## config.mk

```make
export PLATFORM = sky130hd
export DESIGN_NAME = wb_arbiter_scoreboard_flat
export DESIGN_NICKNAME = d
export VERILOG_FILES = /design/src/rtl/wb_arbiter_scoreboard_pkg.sv /design/src/rtl/wb_arbiter_scoreboard_if.sv /design/src/rtl/wb_arbiter_scoreboard_rr_arbiter.sv /design/src/rtl/wb_arbiter_scoreboard.sv /design/src/flat_wrapper.sv
export SDC_FILE = /design/constraint.sdc
export NUM_CORES = 1
export LEC_CHECK = 0
export CELL_PAD_IN_SITES_DETAIL_PLACEMENT = 0
export CELL_PAD_IN_SITES_GLOBAL_PLACEMENT = 1
export CORE_MARGIN = 2
export CORE_UTILIZATION = 35
export CTS_CLUSTER_DIAMETER = 30
export DETAILED_ROUTE_END_ITERATION = 7
export GPL_ROUTABILITY_DRIVEN = 0
export HOLD_SLACK_MARGIN = 0.15
export PLACE_DENSITY = 0.86
export SLEW_MARGIN = 20
export SYNTH_ARGS = -nofsm -noshare
export SYNTH_HDL_FRONTEND = slang
export SYNTH_SLANG_ARGS = --single-unit
```

## constraint.sdc

```tcl
create_clock -name clk -period 6.1 [get_ports clk]
set_input_delay 0.915 -clock clk [delete_from_list [all_inputs] [get_ports clk]]
set_output_delay 0.915 -clock clk [all_outputs]
set_load 0.01 [all_outputs]
```

## src/rtl/wb_arbiter_scoreboard_pkg.sv

```systemverilog
// Shared types and constants for the register-file write-back path.
package wb_arbiter_scoreboard_pkg;

  localparam int unsigned XLEN_W    = 32;
  localparam int unsigned REG_IDX_W = 5;
  localparam int unsigned NREG      = 32;

  localparam int unsigned WB_SRC_ALU = 0;
  localparam int unsigned WB_SRC_LSU = 1;

  typedef struct packed {
    logic [REG_IDX_W-1:0] rd;
    logic [XLEN_W-1:0]    data;
  } wb_req_t;

endpackage

```

## src/rtl/wb_arbiter_scoreboard_if.sv

```systemverilog
// Result-source handshakes, decode hazard queries and the register-file write port.
interface wb_arbiter_scoreboard_if
  import wb_arbiter_scoreboard_pkg::*;
#(
  parameter int unsigned NSRC = 2,
  parameter int unsigned XLEN = XLEN_W
);

  logic [NSRC-1:0]           src_valid;
  logic [NSRC-1:0]           src_ready;
  logic [NSRC*REG_IDX_W-1:0] src_rd;
  logic [NSRC*XLEN-1:0]      src_data;
  logic                      issue_en;
  logic [REG_IDX_W-1:0]      issue_rd;
  logic [REG_IDX_W-1:0]      rs1_idx;
  logic [REG_IDX_W-1:0]      rs2_idx;
  logic                      rs1_busy;
  logic                      rs2_busy;
  logic                      rd_busy;
  logic                      wreg_en;
  logic [REG_IDX_W-1:0]      wreg_index;
  logic [XLEN-1:0]           wdata;

  modport master (
    output src_valid, src_rd, src_data, issue_en, issue_rd, rs1_idx, rs2_idx,
    input  src_ready, rs1_busy, rs2_busy, rd_busy, wreg_en, wreg_index, wdata
  );

  modport slave (
    input  src_valid, src_rd, src_data, issue_en, issue_rd, rs1_idx, rs2_idx,
    output src_ready, rs1_busy, rs2_busy, rd_busy, wreg_en, wreg_index, wdata
  );

endinterface

```

## src/rtl/wb_arbiter_scoreboard_rr_arbiter.sv

```systemverilog
// Round-robin arbiter: one-hot grant to the first requester after the last winner.
module rr_arbiter #(
  parameter int unsigned N = 2
) (
  input  logic         clk,
  input  logic         reset,
  input  logic [N-1:0] req,
  input  logic         advance,
  output logic [N-1:0] gnt
);

  localparam int unsigned IdxW = (N > 1) ? $clog2(N) : 1;

  logic [IdxW-1:0] last_q;
  logic            found;

  always_comb begin
    gnt   = '0;
    found = 1'b0;
    // Scan offsets 1..N from the last winner; offset N revisits the last winner itself.
    for (int unsigned off = 1; off <= N; off++) begin
      for (int unsigned i = 0; i < N; i++) begin
        if (!found && req[i] && (((32'(last_q) + off) % N) == i)) begin
          gnt[i] = 1'b1;
          found  = 1'b1;
        end
      end
    end
  end

  always_ff @(posedge clk or posedge reset) begin
    if (reset) begin
      last_q <= IdxW'(N - 1);
    end else if (advance) begin
      for (int unsigned i = 0; i < N; i++) begin
        if (gnt[i]) last_q <= IdxW'(i);
      end
    end
  end

endmodule

```

## src/rtl/wb_arbiter_scoreboard.sv

```systemverilog
// Write-back arbiter onto the single register-file write port, plus the RAW/WAW
// pending scoreboard consulted by decode.
module wb_arbiter_scoreboard
  import wb_arbiter_scoreboard_pkg::*;
#(
  parameter int unsigned XLEN = XLEN_W,
  parameter int unsigned NREG = 32,
  parameter int unsigned NSRC = 2
) (
  input logic                     clk,
  input logic                     reset,
  wb_arbiter_scoreboard_if.slave  bus
);

  logic [NSRC-1:0]      gnt;
  logic [NSRC-1:0]      ready;
  logic                 accept;
  wb_req_t              sel;
  logic                 wreg_en_q;
  logic [REG_IDX_W-1:0] wreg_index_q;
  logic [XLEN-1:0]      wdata_q;
  logic [NREG-1:0]      pending_q, pending_d;

  rr_arbiter #(.N(NSRC)) u_arb (
    .clk     (clk),
    .reset   (reset),
    .req     (bus.src_valid),
    .advance (accept),
    .gnt     (gnt)
  );

  assign ready         = gnt & {NSRC{~reset}};
  assign accept        = |ready;
  assign bus.src_ready = ready;

  always_comb begin
    sel = '0;
    for (int unsigned i = 0; i < NSRC; i++) begin
      if (gnt[i]) begin
        sel.rd   = bus.src_rd[i*REG_IDX_W +: REG_IDX_W];
        sel.data = bus.src_data[i*XLEN +: XLEN];
      end
    end
  end

  always_ff @(posedge clk or posedge reset) begin
    if (reset) begin
      wreg_en_q    <= 1'b0;
      wreg_index_q <= '0;
      wdata_q      <= '0;
    end else if (accept) begin
      // x0 results complete the handshake but never reach the register file.
      wreg_en_q    <= (sel.rd != '0);
      wreg_index_q <= sel.rd;
      wdata_q      <= sel.data;
    end else begin
      wreg_en_q    <= 1'b0;
    end
  end

  assign bus.wreg_en    = wreg_en_q;
  assign bus.wreg_index = wreg_index_q;
  assign bus.wdata      = wdata_q;

  // Set after clear: an issuing producer is younger than the committing one.
  always_comb begin
    pending_d = pending_q;
    if (wreg_en_q) pending_d[wreg_index_q] = 1'b0;
    if (bus.issue_en && (bus.issue_rd != '0)) pending_d[bus.issue_rd] = 1'b1;
    pending_d[0] = 1'b0;
  end

  always_ff @(posedge clk or posedge reset) begin
    if (reset) pending_q <= '0;
    else       pending_q <= pending_d;
  end

  // Same-cycle writes are bypassed by the register file, so they do not stall.
  assign bus.rs1_busy = pending_q[bus.rs1_idx] &
                        ~(wreg_en_q & (wreg_index_q == bus.rs1_idx));
  assign bus.rs2_busy = pending_q[bus.rs2_idx] &
                        ~(wreg_en_q & (wreg_index_q == bus.rs2_idx));
  assign bus.rd_busy  = pending_q[bus.issue_rd] &
                        ~(wreg_en_q & (wreg_index_q == bus.issue_rd));

endmodule

```

## src/flat_wrapper.sv

```systemverilog
// flat-port wrapper written by rule: the top's interface ports become plain ports
module wb_arbiter_scoreboard_flat import wb_arbiter_scoreboard_pkg::*;
#(
  parameter int unsigned XLEN = XLEN_W,
  parameter int unsigned NREG = 32,
  parameter int unsigned NSRC = 2
)
  (clk, reset, bus_src_valid, bus_src_rd, bus_src_data, bus_issue_en, bus_issue_rd, bus_rs1_idx, bus_rs2_idx, bus_src_ready, bus_rs1_busy, bus_rs2_busy, bus_rd_busy, bus_wreg_en, bus_wreg_index, bus_wdata);
  wb_arbiter_scoreboard_if #(.NSRC(NSRC), .XLEN(XLEN)) bus_i ();
  input logic clk;
  input logic reset;
  input wire logic [$bits(bus_i.src_valid)-1:0] bus_src_valid;
  input wire logic [$bits(bus_i.src_rd)-1:0] bus_src_rd;
  input wire logic [$bits(bus_i.src_data)-1:0] bus_src_data;
  input wire logic [$bits(bus_i.issue_en)-1:0] bus_issue_en;
  input wire logic [$bits(bus_i.issue_rd)-1:0] bus_issue_rd;
  input wire logic [$bits(bus_i.rs1_idx)-1:0] bus_rs1_idx;
  input wire logic [$bits(bus_i.rs2_idx)-1:0] bus_rs2_idx;
  output wire logic [$bits(bus_i.src_ready)-1:0] bus_src_ready;
  output wire logic [$bits(bus_i.rs1_busy)-1:0] bus_rs1_busy;
  output wire logic [$bits(bus_i.rs2_busy)-1:0] bus_rs2_busy;
  output wire logic [$bits(bus_i.rd_busy)-1:0] bus_rd_busy;
  output wire logic [$bits(bus_i.wreg_en)-1:0] bus_wreg_en;
  output wire logic [$bits(bus_i.wreg_index)-1:0] bus_wreg_index;
  output wire logic [$bits(bus_i.wdata)-1:0] bus_wdata;
  assign bus_i.src_valid = bus_src_valid;
  assign bus_i.src_rd = bus_src_rd;
  assign bus_i.src_data = bus_src_data;
  assign bus_i.issue_en = bus_issue_en;
  assign bus_i.issue_rd = bus_issue_rd;
  assign bus_i.rs1_idx = bus_rs1_idx;
  assign bus_i.rs2_idx = bus_rs2_idx;
  assign bus_src_ready = bus_i.src_ready;
  assign bus_rs1_busy = bus_i.rs1_busy;
  assign bus_rs2_busy = bus_i.rs2_busy;
  assign bus_rd_busy = bus_i.rd_busy;
  assign bus_wreg_en = bus_i.wreg_en;
  assign bus_wreg_index = bus_i.wreg_index;
  assign bus_wdata = bus_i.wdata;
  wb_arbiter_scoreboard #(.XLEN(XLEN), .NREG(NREG), .NSRC(NSRC)) u_core (.clk(clk), .reset(reset), .bus(bus_i));
endmodule
```

==> results of run 1 <==
==> cells in the final DEF, fill, tap and decap left out, drive strengths merged, types with 6 or more instances in the layout <==
| master | Yosys | layout |
|---|---|---|
| a22oi | 37 | 37 |
| clkbuf | 14 | 9 |
| clkdlybuf4s50 | 0 | 136 |
| dfrtp | 69 | 69 |
| inv | 6 | 7 |
| mux2 | 7 | 7 |
| mux4 | 19 | 19 |
| nand2 | 46 | 46 |
| nand3b | 11 | 11 |
| nor2 | 6 | 6 |
| o21ai | 104 | 104 |
| xnor2 | 11 | 11 |
==> state kept, by name, indices dropped and copies added, names as in the netlist <==
signal                 count
u_core.bus.wreg_index      5
u_core.u_arb.last_q        1
u_core.pending_q          31
u_core.bus.wdata          32
u_core.bus.wreg_en         1
==> cells by family (layout without fill, tap and decap cells) <==
kind of cell,Yosys count,in the layout
muxes,27,27
xor gates and xnor gates,15,15
buffers and inverters,37,163
and+or+nand+nor,95,95
AOI/OAI and AO/OA,162,162
DFF,70,70
==> final timing paths <==
kind	from	to	slack, ns	depth (start not counted)
max in group asynchronous	reset	u_core.pending_q[12]	4.04	4
min in group asynchronous	reset	u_core.bus.wdata[21]	1.44	4
hold reg to reg	u_core.bus.wdata[11]	u_core.bus.wdata[11]	0.48	2
setup reg to reg	u_core.bus.wreg_index[4]	u_core.pending_q[18]	4.45	3
hold / removal	u_core.bus.wdata[11]	u_core.bus.wdata[11]	0.48	2
setup / recovery	bus_issue_rd[0]	bus_rd_busy	1.75	6
==> power by group through the flow <==
stage / Sequential (µW) / Clock, µW / Combinational, µW
finish: 686 / 565 / 473
global placement: 681 / 0 / 468
detailed placement: 688 / 0 / 474
CTS: 681 / 571 / 476
floorplan: 644 / 0 / 269
global route: 697 / 594 / 519
==> area by class of cell <==
type                    instances  share of cell area
clock buffers                   9              0.0387
clock inverters                 7              0.0168
inverters                       6             0.00387
multi-input cells             299               0.368
flip-flops and latches         70               0.301
well taps                     143              0.0308
repair buffers                141               0.241
==> tightest hold or removal path, stage by stage (launching register included) <==
cell and delay, ns:
dfrtp_1 0.34, nand2_1 0.04, o21ai_0 0.06
==> per-stage QoR <==
stage,hold WS [ns],util
5_1_grt,0.507,0.511
3_3_place_gp,0.461,0.483
6_report,0.478,0.511
3_5_place_dp,0.469,0.483
2_1_floorplan,0.475,-
4_1_cts,0.482,0.511
==> metal layers <==
metal  track usage  share of wire  vias up
met3        0.0729           0.11       31
li1              -              -     1772
met4        0.0889          0.029        0
met5             0              0        -
met2         0.335           0.47      225
met1         0.254           0.39     1863
==> metrics.cfg, run 1 <==
[finish]
regArea_um2=1750
instances_no_fill=675
n_antenna_cell=0
nets=621
area_delta_synth_final_pct=42.7
fin_area_um2=5810
num-fill-cells=1031
multi_input_area_um2=2140
drive_gt1_frac=0.0959

[status]
status=completed

[timing]
min_period_over_period=0.713
fin_setup_tns_ns=0
setup_ws_ns=1.75
drv_slew=0
max_freq_mhz=230
slew_headroom=0.394
clock_skew_ns=0.00392
finalWorstPathRequiredPeriod_ns=4.35
finalHoldViolCount=0
worst_pin_slew_ns=0.909
setup_viol=0
grt_setup_unrepaired=false

[cts]
postCtsSetupBuffers=0
clkTransAtPathRegs_ns=0.06
cts.sinks=70
cts-htree-levels=3
cts_root_buf=clkbuf_16
ctsResizeCount=0
cts_tree=yes
max-clock-path-buffers=2
cts_buffers=9
postCtsHoldBufs=0
clkLatencyLatePin_ns=0.33

[die]
io_pins=137
fp.dieW_um=112
row_count=39
dieArea_um2=12500
die_h_um=112
initial_utilization=0.358
design.core.area_um2=11400

[power]
p_leak_uw=0.00211
p_switching_uw=524
power_uw=1720
ir_drop_mv=0.119
power.share.clock=0.328
cellInternalPower_uw=1200
p_sw_frac=0.304
p_per_area_nw_per_um2=296
p_comb_frac=0.275
seqPwrFrac=0.398

[logic_synthesis]
synthTopCellsByArea=dfrtp_1 42%, o21ai_0 12%, mux4_2 7.7%, a22oi_1 6.8%, nand2_1 4.2%
synth_flop_cell=dfrtp_1
synth_compound_area_frac=0.238
synth_fa_ha_area_frac=0
post-synth-top-count-cell=o21ai_0
ys_seq_area_frac=0.430
yosysTopAreaCell=dfrtp_1
synth_common_cells=101 x o21ai_0, 69 x dfrtp_1, 46 x nand2_1
synth_nets=500
yosys.area_share.simple=0.120
synth_edf_count=0
synth_top_family_by_area=compound AO/OA/AOI/OAI gates
synth_mux_area_frac=0.131
synth_cells=406
async_flop_share=1.00
syn_area_um2=4080
netlist.area_leader.share=0.424
synth_xor_area_frac=0.0322
synth_cell_type_count=43
postSynthAreaPerCell_um2=10.0
synth.ff_latch_count=70
ys_warn_count=0

[drt]
drc=0
drt_iter0_markers=239
via_count=3891
wire_per_inst_um=18.9
final_antenna_net_count=0
routed_wl_um=12800
vias_per_cell=5.76
firstDrtPassIters=5

[global_route]
grt_pass1_wl_um=20500
grt_usage=0.208
grt_overflow=0
grt_max_degree=72
grt_pass1_vias=3923
antenna_found_initial=0

[critical_path]
endpoint_kind=output pin
start_kind=input pin
crit_path_frequent_cell=clkdlybuf4s50_1
worst-path-max-fanout=13
path_cells=clkdlybuf4s50_1 -> mux4_1 -> a32oi_1 -> o221ai_1 -> o21a_1 -> clkdlybuf4s50_1
slowest_delay_ns=0.86
worstPathRequired_ns=5.18
crit_family=buffers and inverters
critical_path.slowest_cell=clkdlybuf4s50_1
critPathKind=in2out
cp_data_arrival_time_ns=3.44
cp.buffers_inverters=2

[placed_design]
placed_cells=659
pre_cts_slack_ns=1.75
hpwl_um=9100
place_area_um2=5490
numPortBuffers=136

[run]
drv_cap=0

[min_path]
min_path_type=reg2reg

No activity file was read; power rests on OpenSTA's default activity.
==> run 2, diff against run 1 <==
==> constraint.sdc (replaced) <==
create_clock -name clk -period 4.5 [get_ports clk]
set_input_delay 0.675 -clock clk [delete_from_list [all_inputs] [get_ports clk]]
set_output_delay 0.675 -clock clk [all_outputs]
set_load 0.01 [all_outputs]
==> run 2 against run 1 <==
  * Cell count down 0.15%
  * Die area unchanged
  * Count of clock-buffer cells in the layout rose by 1
  * Non-clock buffer count is the same
  * Sequential share of layout area up 0.26 points
  * Clock power is 13% higher
  * Sequential cell count unchanged
  * Largest cell class unchanged
==> metrics.cfg, run 2 (synthesis results as in run 1) <==
[global_route]
met3_usage=0.0610
antenna_found_initial=0
grt_overflow=0
met1_usage=0.256
grt_usage=0.202
grt_pass1_wl_um=20000
grt_use_met2=0.331
grt.busiest_layer=met2
grt_pass1_vias=3832
grt_max_degree=72

[cts]
max-clock-path-buffers=2
postCtsSetupBuffers=0
cts_tree=yes
clkLatencyLatePin_ns=0.32
cts.sinks=70
cts_root_buf=clkbuf_16
clkTransAtPathRegs_ns=0.05
cts_buffers=9
cts-htree-levels=3
postCtsHoldBufs=0
ctsResizeCount=0

[power]
p_per_area_nw_per_um2=383
power.share.clock=0.289
cellInternalPower_uw=1520
seqPwrFrac=0.418
p_switching_uw=682
ir_drop_mv=0.153
p_comb_frac=0.293
p_sw_frac=0.309
p_leak_uw=0.00209

[critical_path]
cp-startpoint=bus_issue_rd[0]
worstPathRequired_ns=3.83
start_kind=input pin
rr_startpoint=u_core.bus.wreg_index[4]
worst-path-max-fanout=13
endpoint_kind=output pin
critPathKind=in2out
cp_data_arrival_time_ns=3.19

[die]
die_h_um=112
design.core.area_um2=11400
dieArea_um2=12500
row_count=39
initial_utilization=0.358
io_pins=137
fp.dieW_um=112

[finish]
n_antenna_cell=0
largest_register_ffs=32
area_delta_synth_final_pct=41.5
drive_gt1_frac=0.0942
instances_no_fill=674
final_common_cell=clkdlybuf4s50_1
nets=621
fin_area_um2=5770
final_cell_mix=136 x clkdlybuf4s50_1, 101 x o21ai_0, 69 x dfrtp_1
num-fill-cells=1037

[min_path]
holdCritStartpoint=u_core.bus.wdata[28]
min_path_type=reg2reg

[timing]
finalWorstPathRequiredPeriod_ns=3.87
worst_pin_slew_ns=0.881
fin_setup_tns_ns=0
holdWs_ns=0.473
setup_viol=0
finalHoldViolCount=0
max_freq_mhz=259
slew_headroom=0.413
min_period_over_period=0.859
grt_setup_unrepaired=false
clock_skew_ns=0.00651
drv_slew=0
setup_ws_ns=0.633

[drt]
wire_per_inst_um=18.6
via_count=3829
drt_iter0_markers=248
firstDrtPassIters=5
final_antenna_net_count=0
routed_wl_um=12500
drc=0
vias_per_cell=5.68

[placed_design]
hpwl_um=9210
pre_cts_slack_ns=0.643
place_area_um2=5490
numPortBuffers=136
placed_cells=659

[run]
drv_cap=0

[status]
status=completed

run 2: cell types whose count changed in the layout (fill, tap and decap cells not counted):
cell and delta:
clkinvlp_4 -1, clkinv_2 +1, clkbuf_8 +1, bufinv_16 -2
run 2: power groups by stage:
| stage | combinational, µW | sequential, µW | clock (µW) |
|---|---|---|---|
| final | 647 | 923 | 637 |
| after global routing | 708 | 937 | 682 |
| after CTS | 649 | 917 | 654 |
| after detailed placement | 646 | 927 | 0 |
| after global placement | 635 | 923 | 0 |
| after floorplan | 365 | 872 | 0 |
run 2: layout make-up:
cell class	instances	area, µm²	area share
Multi-Input combinational cell	299	2140	0.371
Sequential cell	70	1750	0.304
Timing Repair Buffer	141	1400	0.243
Clock buffer	10	239	0.0414
Tap cell	143	179	0.0310
Clock inverter	5	35.0	0.00608
Inverter	6	22.5	0.00391
run 2: worst max-delay path, cell delays in order:
cell and delay, ns:
clkdlybuf4s50_1 0.85, mux4_1 0.64, a32oi_1 0.21, o221ai_1 0.13, o21a_1 0.21, clkdlybuf4s50_1 0.48
run 2: layer usage:
layer	vias up	part of all wire
met5	-	0
met4	0	0.022
met3	22	0.10
met2	223	0.48
met1	1805	0.40
li1	1779	-
run 2: worst paths after layout:
check / end / slack [ns] / depth (start not counted)
max: bus_rd_busy / 0.63 / 6
max in group asynchronous: u_core.pending_q[12] / 2.87 / 3
max reg2reg: u_core.pending_q[18] / 2.79 / 3
min reg2reg: u_core.bus.wdata[28] / 0.47 / 2
min in group asynchronous: u_core.bus.wdata[23] / 1.06 / 3
min: u_core.bus.wdata[28] / 0.47 / 2
run 2: metrics by stage:
stage,util,total power (µW)
after CTS,0.507,2220
after global placement,0.483,1560
after floorplan,-,1240
after detailed placement,0.483,1570
final,0.507,2210
after global routing,0.507,2330
==> run 3, diff against run 2 <==
--- a/config.mk
+++ b/config.mk
@@ -11,9 +11,11 @@
 export CORE_UTILIZATION = 35
 export CTS_CLUSTER_DIAMETER = 30
 export DETAILED_ROUTE_END_ITERATION = 7
+export DONT_BUFFER_PORTS = 1
 export GPL_ROUTABILITY_DRIVEN = 0
 export HOLD_SLACK_MARGIN = 0.15
-export PLACE_DENSITY = 0.86
+export PLACE_DENSITY = 0.65
+export SKIP_CTS_REPAIR_TIMING = 1
 export SLEW_MARGIN = 20
 export SYNTH_ARGS = -nofsm -noshare
 export SYNTH_HDL_FRONTEND = slang
==> run 3 against run 2 <==
  * Critical path depth shrank 2
  * Utilization shrank 11 points
  * Maximum frequency grew 48%
  * Combinational power shrank 41%
  * Register-to-register slack lost 0.08 ns
  * Via count shrank 14%
  * Count of clock-buffer cells in the layout is the same
  * Sequential cell count is the same
  * First-iteration DRC count shrank 25%
  * Sequential power grew 4.0%
  * Critical path type is now reg2out
  * Largest power group unchanged
==> metrics.cfg, run 3 (synthesis results as in run 1) <==
[finish]
largest_register_ffs=32
final_cell_mix=101 x o21ai_0, 69 x dfrtp_1, 46 x nand2_1
drive_gt1_frac=0.127
area_delta_synth_final_pct=9.86
n_antenna_cell=0
multi_input_area_um2=2140
num-fill-cells=1143
regArea_um2=1750
nets=484
final_common_cell=o21ai_0
fin_util=0.394

[power]
p_per_area_nw_per_um2=488
ir_drop_mv=0.210
p_leak_uw=0.00159

[global_route]
grt_pass1_wl_um=18500
grt_max_degree=49
grt_usage=0.190
grt_overflow=0
grt_pass1_vias=3222
antenna_found_initial=0

[critical_path]
worstReg2RegEnd=u_core.pending_q[17]
critPathKind=reg2out
start_kind=register
worstPathRequired_ns=3.83
cp_data_arrival_time_ns=1.94
worst-path-max-fanout=4
endpoint_kind=output pin
rr_startpoint=u_core.bus.wreg_index[4]
rr_worst_depth=3
r2r_slack_ns=2.71

[cts]
cts_root_buf=clkbuf_16
clkLatencyLatePin_ns=0.33
clkTransAtPathRegs_ns=0.06
max-clock-path-buffers=2
cts-htree-levels=3
cts_buffers=9
cts.sinks=70
cts_tree=yes

[timing]
drv_slew=0
worst_pin_slew_ns=0.777
grt_setup_unrepaired=false
clock_skew_ns=0.00942
holdWs_ns=0.271
finalHoldViolCount=0
min_period_over_period=0.581
setup_viol=0
fin_setup_tns_ns=0
max_freq_mhz=383
finalWorstPathRequiredPeriod_ns=2.61
slew_headroom=0.482

[status]
status=completed

[drt]
firstDrtPassIters=5
final_antenna_net_count=0
vias_per_cell=6.12
routed_wl_um=11800
drc=0
via_count=3290
drt_iter0_markers=186
wire_per_inst_um=21.9

[min_path]
min_path_type=in2async

[die]
dieArea_um2=12500
die_h_um=112
io_pins=137
fp.dieW_um=112
design.core.area_um2=11400
row_count=39
initial_utilization=0.358

[placed_design]
numPortBuffers=0
hpwl_um=8430

[run]
drv_cap=0

## run 3: cell types whose count changed in the layout (fill, tap and decap cells not counted)
| cell | before | now |
|---|---|---|
| buf_4 | 5 | 4 |
| clkinv_4 | 1 | 0 |
| inv_6 | 1 | 2 |
| clkdlybuf4s50_1 | 136 | 0 |
| clkinv_2 | 2 | 0 |
| bufinv_16 | 0 | 3 |
## run 3: metal layers
layer / vias up / global-route usage / routed length [µm]
li1: 1499 / - / -
met1: 1605 / 0.238 / 4750
met2: 158 / 0.311 / 5780
met3: 28 / 0.0501 / 891
met4: 0 / 0.0831 / 343
met5: - / 0 / 0
## run 3: worst max-delay path, stage by stage, from the launching register on
cell	delay, ns
dfrtp_1	0.43
mux4_1	0.52
a32oi_1	0.29
o211ai_1	0.13
o21a_1	0.23
## run 3: worst max-delay path by stage
stage	end	start	depth (start not counted)	slack (ns)
final	bus_rd_busy	u_core.pending_q[21]	4	1.89
after global routing	bus_rs1_busy	u_core.bus.wreg_index[2]	4	1.76
after detailed placement	bus_rs1_busy	bus_rs1_idx[0]	4	1.98
after global placement	bus_rs1_busy	bus_rs1_idx[0]	4	1.98
after floorplan	bus_src_ready[0]	reset	2	1.31
after CTS	bus_rs1_busy	u_core.bus.wreg_index[2]	4	1.88
## run 3: area by class of cell
| class | instances | share of cell area |
|---|---|---|
| clock buffers | 10 | 0.0534 |
| well taps | 143 | 0.0400 |
| multi-input cells | 299 | 0.478 |
| repair buffers | 4 | 0.00671 |
| inverters | 6 | 0.00503 |
| flip-flops and latches | 70 | 0.392 |
| clock inverters | 6 | 0.0257 |
## run 3: through the flow
stage / setup WS, ns / instance area, µm² / std cells / power (µW)
after global routing: 1.76 / 4480 / 538 / 2300
after global placement: 1.98 / 4120 / 522 / 1350
final: 1.89 / 4480 / 538 / 2190
after detailed placement: 1.98 / 4120 / 522 / 1350
after floorplan: 1.31 / 4080 / 406 / 1240
after CTS: 1.88 / 4480 / 538 / 2200
## run 3: report_power, final
group | internal, µW | switching (µW) | leakage (µW) | total (µW)
Combinational | 212 | 172 | 0.000639 | 383
Sequential | 763 | 198 | 0.000785 | 960
Clock | 560 | 282 | 0.000170 | 842
Total | 1530 | 651 | 0.00159 | 2190
